[src/rtl/sa_scheduler.sv]
// sa_scheduler: sequences one matrix job through an N x N systolic array.
// A job clears the PE accumulators, feeds skewed operand indices for
// k_len + 2(N-1) cycles, then drains the N result rows under out_ready
// handshake. Every output is a flop loaded from next-state decode, so no
// input reaches an output without passing through a register.
module sa_scheduler #(
  parameter int N     = 4,
  parameter int K_MAX = 64,
  parameter int CW    = 8
) (
  input  logic                   clk,
  input  logic                   rst,
  input  logic                   start,
  input  logic [CW-1:0]          k_len,
  input  logic                   abort,
  input  logic                   out_ready,
  output logic                   busy,
  output logic                   pe_clr,
  output logic [CW-1:0]          feed_cnt,
  output logic [N-1:0]           lane_valid,
  output logic [N*CW-1:0]        lane_k,
  output logic                   out_valid,
  output logic [$clog2(N)-1:0]   out_row,
  output logic                   done,
  output logic                   err
);

  localparam int RW = $clog2(N);
  localparam logic [CW-1:0] KMAX_C    = CW'(K_MAX);
  // Last feed cycle is k_len + 2(N-1) - 1.
  localparam logic [CW-1:0] SKEW_LAST = CW'(2 * N - 3);
  localparam logic [RW-1:0] ROW_LAST  = RW'(N - 1);

  typedef enum logic [2:0] {
    S_IDLE,
    S_CLEAR,
    S_FEED,
    S_DRAIN,
    S_DONE
  } state_t;

  state_t          state, state_d;
  logic [CW-1:0]   k_lat, k_d;
  logic [CW-1:0]   feed_d;
  logic [RW-1:0]   row_d;
  logic            clr_d;
  logic            err_d;
  logic [N-1:0]    lane_valid_d;
  logic [N*CW-1:0] lane_k_d;
  logic [CW-1:0]   feed_last;

  assign feed_last = k_lat + SKEW_LAST;

  // Next-state and next-output decode; feed_cnt/out_row double as counters.
  always_comb begin
    // NOTE: every variable gets a default before the case so no path leaves
    // it unassigned; otherwise synthesis would infer a latch to hold it.
    state_d = state;
    k_d     = k_lat;
    feed_d  = '0;
    row_d   = '0;
    clr_d   = 1'b0;
    err_d   = 1'b0;
    unique case (state)
      S_IDLE: begin
        if (start) begin
          if (k_len != '0 && k_len <= KMAX_C) begin
            k_d     = k_len;
            clr_d   = 1'b1;
            state_d = S_CLEAR;
          end else begin
            err_d = 1'b1;
          end
        end
      end
      S_CLEAR: state_d = S_FEED;
      S_FEED: begin
        if (feed_cnt == feed_last) state_d = S_DRAIN;
        else                       feed_d  = feed_cnt + CW'(1);
      end
      S_DRAIN: begin
        if (!out_ready)               row_d   = out_row;
        else if (out_row == ROW_LAST) state_d = S_DONE;
        else                          row_d   = out_row + RW'(1);
      end
      S_DONE:  state_d = S_IDLE;
      default: state_d = S_IDLE;
    endcase

    // Abort wins over every in-job transition and clears the partial sums.
    if (abort && (state == S_CLEAR || state == S_FEED || state == S_DRAIN)) begin
      state_d = S_IDLE;
      clr_d   = 1'b1;
      feed_d  = '0;
      row_d   = '0;
    end
  end

  // Lane skew: lane i starts i cycles late and stays valid for k_len cycles.
  always_comb begin
    lane_valid_d = '0;
    lane_k_d     = '0;
    for (int i = 0; i < N; i++) begin
      if (state_d == S_FEED && feed_d >= CW'(i) && feed_d < CW'(i) + k_d) begin
        lane_valid_d[i]         = 1'b1;
        lane_k_d[i*CW +: CW]    = feed_d - CW'(i);
      end
    end
  end

  // State, latched job length and registered outputs.
  always_ff @(posedge clk or posedge rst) begin
    if (rst) begin
      state      <= S_IDLE;
      k_lat      <= '0;
      busy       <= 1'b0;
      pe_clr     <= 1'b0;
      feed_cnt   <= '0;
      lane_valid <= '0;
      lane_k     <= '0;
      out_valid  <= 1'b0;
      out_row    <= '0;
      done       <= 1'b0;
      err        <= 1'b0;
    end else begin
      // NOTE: non-blocking assignments here so every flop samples the values
      // from before this edge, matching real register behaviour.
      state      <= state_d;
      k_lat      <= k_d;
      busy       <= (state_d != S_IDLE);
      pe_clr     <= clr_d;
      feed_cnt   <= feed_d;
      lane_valid <= lane_valid_d;
      lane_k     <= lane_k_d;
      out_valid  <= (state_d == S_DRAIN);
      out_row    <= row_d;
      done       <= (state_d == S_DONE);
      err        <= err_d;
    end
  end

endmodule
[config.mk]
export PLATFORM = sky130hd
export DESIGN_NAME = sa_scheduler
export DESIGN_NICKNAME = d
export VERILOG_FILES = /design/src/rtl/sa_scheduler.sv
export SDC_FILE = /design/constraint.sdc
export NUM_CORES = 1
export LEC_CHECK = 0
export ABC_AREA = 1
export CORE_UTILIZATION = 45
export CTS_CLUSTER_DIAMETER = 100
export CTS_CLUSTER_SIZE = 10
export DETAILED_ROUTE_END_ITERATION = 8
export PLACE_DENSITY = 0.74
export SYNTH_ARGS = -nofsm -noshare
export SYNTH_HDL_FRONTEND = slang
export SYNTH_SLANG_ARGS = --single-unit
[constraint.sdc]
create_clock -name clk -period 5.2 [get_ports clk]
set_input_delay 0.78 -clock clk [delete_from_list [all_inputs] [get_ports clk]]
set_output_delay 0.78 -clock clk [all_outputs]
set_load 0.02 [all_outputs]
==> summary.md <==
| Metric | Value |
|---|---|
| Status | `finished, final reports clean` |
| Syn Inst Count | `between 500 and 600` |
| Cells on worst reg2reg path | `18` |
| Clk_lat worst skew | `about 360 ps` |
| Final WL | `10,470 um` |
| Post-Synth Adder-Cell Area | `between 10% and 20%` |
| Fill cell total of the finished layout | `around 800` |
| Wirelength per Cell | `between 10 and 15 um` |
| Via density | `~5.1` |
| Root Buffer | `clkbuf_8` |
| H-Tree Depth | `3` |
| Post-synthesis simple-gate area fraction | `between 30% and 40%` |
| Initial Utilization | `about 47%` |
| TritonCTS clock tree | `built` |
| Hold wc startpoint | `out_row[1]` |
| CP Max Fanout | `10` |
| Final Cycle Share | `between 80 and 90%` |
| Syn_nets | `600` |
| Multiplexer area fraction after synthesis | `0%` |
| Fmax | `approximately 0.24 GHz` |
| Clock-pin slew on the worst setup and hold paths | `80 ps` |
| CP Class | `primary input to flip-flop` |
| Setup TNS | `0 ps` |
| Post-CTS Resized | `0` |
| Core box area | `approximately 8900 sq um` |
| DR DRC count | `0` |
| Mapped cell area | `~4200 sq um` |
| Ant diodes | `0` |
| Area growth from synthesis to layout | `23.67%` |
| Congestion Overflow GR | `0` |
| Antenna violations before repair | `0` |
| Vias | `3,743` |
| DRT iter0 DRCs | `184` |
| TritonCTS Buffers | `9` |
| Sequential element share of the synthesized area | `about 37%` |
| Input/output buffers | `63` |
| Leakage | `2.853 nW` |
| Die ar. | `between 9000 and 10,000 sq um` |
| Max-Cap Viols | `0` |
| Layout cell share with drive strength beyond 1 | `roughly 8.4%` |
| Netlist cell types | `37` |
| Cells along the critical path | `clkdlybuf4s50_1 -> inv_1 -> nand2_1 -> nor2_1 -> nand2_1 -> nand2_1 -> nand3_2 -> o21ai_0 -> inv_1 -> ha_1 -> nand2_1 -> nand2_1 -> nand3_1 -> xor2_1 -> ha_1 -> a21oi_1 -> o21ai_0 -> nor3_1 -> o21a_1 -> nand2_4 -> nor2_1` |
| Reg2reg end | `lane_k[29]` |
| HPWL Detailed | `between 8000 and 9000 um` |
| Nets | `roughly 680` |
| Max transition margin | `between 40% and 50%` |
| Chip width | `slightly below 100 um` |
| Tightest Hold Check Type | `flip-flop to flip-flop` |
| Buf/Inv on CP | `3` |
| Post-synthesis compound-gate area fraction | `just under 5%` |
| GPL Wtd Cong | `approximately 0.9` |
| Synth Register Bits | `62` |
| Final WS setup | `between 1000 and 1500 ps` |
| DR pass1 iterations | `5` |
| Unrepaired setup endpoints after global routing | `no` |
| ANT nets after route | `0` |
| Vias in the first global route | `about 3.7k` |
| Total GRT Usage | `a little under a quarter` |
| Combinational family with the most area after synthesis | `simple AND/OR/NAND/NOR gates` |
| XOR/XNOR share of the synthesized area | `roughly 7.3%` |
| First-pass GRT wire length | `between 15,000 and 20,000 um` |
| Max-slew violation count | `0` |
| Yosys warnings | `0` |
| Clk_skew | `between 9 and 10 ps` |
| Worst setup SP type | `primary input` |
| Endpoints failing hold | `0` |
| Floorplan row count | `34` |
| Die H | `about 99 um` |
| WHS Path Cells | `2` |
| Crit-path leading delay family | `simple AND/OR/NAND/NOR gates` |
| Largest net degree at the start of global routing | `63` |
| Max VDD drop | `approximately 0.23 mV` |
| Crit. End Element | `flip-flop` |
| Syn avg cell area | `between 7 and 8 sq um` |
| Setup Viol. Count Final | `0` |
| Worst-Margin Slew | `approximately 770 ps` |
| Pwr per Cell Area | `~430 nW/um^2` |
| CP most frequent cell | `nand2_1` |
| Worst EP required | `between 5000 and 6000 ps` |
| Slowest stage delay, CP | `~570 ps` |
| Setup Buffers After CTS | `0` |
| Worst Hold Path EP | `out_row[1]` |
| Ports | `between 60 and 70` |
| Worst path arrival time | `4470 ps` |
| Clk buf depth | `2` |
| Reg-to-reg slack, setup | `1410 ps` |
| Slowest cell on the critical path | `o21ai_0` |
| Dpl ws | `roughly 700 ps` |
| RR Startpoint | `state[0]` |
| Final worst path period need | `about 4200 ps` |
| CTS sink cnt | `62` |
| Hold_buf cts | `0` |
[area by class of cell]
cell class,count,area [sq um],area share [%]
clock buffer,9,123.9,2.380
clock inverter,7,102.6,1.972
inverter,81,304.0,5.843
multi-input combinational,408,2341,44.99
sequential,62,1551,29.81
tap,108,135.1,2.597
timing repair buffer,65,645.6,12.41
[tightest hold or removal path, stage by stage, from the launching register on]
cell and delay (ps):
dfrtp_1 400, nand2_1 70, a21oi_1 50
[routing by layer]
metal | GRT usage, % | up-vias | wire, um
li1 | - | 1873 | -
met5 | 0 | - | 0
met1 | 31.15 | 1757 | 4765
met3 | 4.113 | 13 | 583
met2 | 37.76 | 100 | 4983
met4 | 8.152 | 0 | 139
[flip-flops by register name, indices dropped and copies added, names as in the netlist, 2 cells and up]
register    cells
lane_k         32
feed_cnt        8
k_lat           8
lane_valid      4
state           3
out_row         2
[synth_stat cells]
library cell	n	share of area [%]
a211oi_1	1	0.18
a21boi_0	2	0.36
a21oi_1	13	1.5
a21oi_2	1	0.21
a31oi_1	1	0.15
and2_2	1	0.18
buf_6	1	0.27
clkinv_1	1	0.089
dfrtp_1	62	37
ha_1	35	10
inv_1	79	7.0
inv_2	1	0.089
nand2_1	146	13
nand2_2	7	1.0
nand2_4	3	0.80
nand3_1	29	3.4
nand3_2	2	0.48
nand3_4	2	0.83
nand3b_1	5	0.89
nand4_1	5	0.74
nand4_2	2	0.59
nor2_1	81	7.2
nor2_2	7	1.0
nor2_4	2	0.54
nor2_8	1	0.48
nor3_1	6	0.71
nor3_2	2	0.48
nor3_4	1	0.39
nor3b_1	1	0.18
o211ai_1	1	0.18
o21a_1	1	0.18
o21ai_0	8	0.95
o21ai_1	3	0.36
o21ai_2	2	0.42
o21bai_1	2	0.36
xnor2_1	1	0.21
xor2_1	34	7.1
[cell families (layout without fill, tap and decap cells)]
| logic type | after synthesis | count (layout) |
|---|---|---|
| xor+xnor | 35 | 35 |
| buf+inv | 82 | 162 |
| flops | 62 | 62 |
| simple gates | 303 | 303 |
| fa+ha+maj | 35 | 35 |
| compound gates | 35 | 35 |
[per-stage QoR]
stage	total power, mW	hold WS, ps	util (%)	std cells	instance area (sq um)
after CTS	2.223	564.4	58.53	740	5204
final	2.222	565.8	58.53	740	5204
after floorplan	1.410	551.4	-	552	4208
after detailed placement	1.722	553.8	55.98	724	4977
after global placement	1.695	543.9	55.98	724	4977
after global routing	2.414	611.0	58.53	740	5204
[where the power goes]
group	switching (mW)	total, mW	internal [mW]
Clock	0.222	0.499	0.277
Sequential	0.0781	0.628	0.550
Combinational	0.711	1.10	0.385
[placed cells by master, fill, tap and decap left out, drive strengths merged, types with 5 or more instances in the layout]
| cell | Yosys | routed |
|---|---|---|
| nand2 | 156 | 156 |
| nor2 | 91 | 91 |
| inv | 80 | 84 |
| clkdlybuf4s50 | 0 | 63 |
| dfrtp | 62 | 62 |
| ha | 35 | 35 |
| xor2 | 34 | 34 |
| nand3 | 33 | 33 |
| a21oi | 14 | 14 |
| o21ai | 13 | 13 |
| clkbuf | 0 | 9 |
| nor3 | 9 | 9 |
| nand4 | 7 | 7 |
| nand3b | 5 | 5 |
[worst max path at each step]
stage | slack, ps | startpoint | end | depth (start not counted)
global route | 620 | k_len[2] | lane_k[11] | 21
global placement | 870 | k_len[2] | lane_k[29] | 21
CTS | 1060 | k_len[2] | lane_k[29] | 21
floorplan | 1780 | k_len[3] | lane_k[29] | 20
detailed placement | 710 | k_len[2] | lane_k[29] | 21
finish | 1000 | k_len[2] | lane_k[29] | 21
Power figures use the tool's default switching activity.
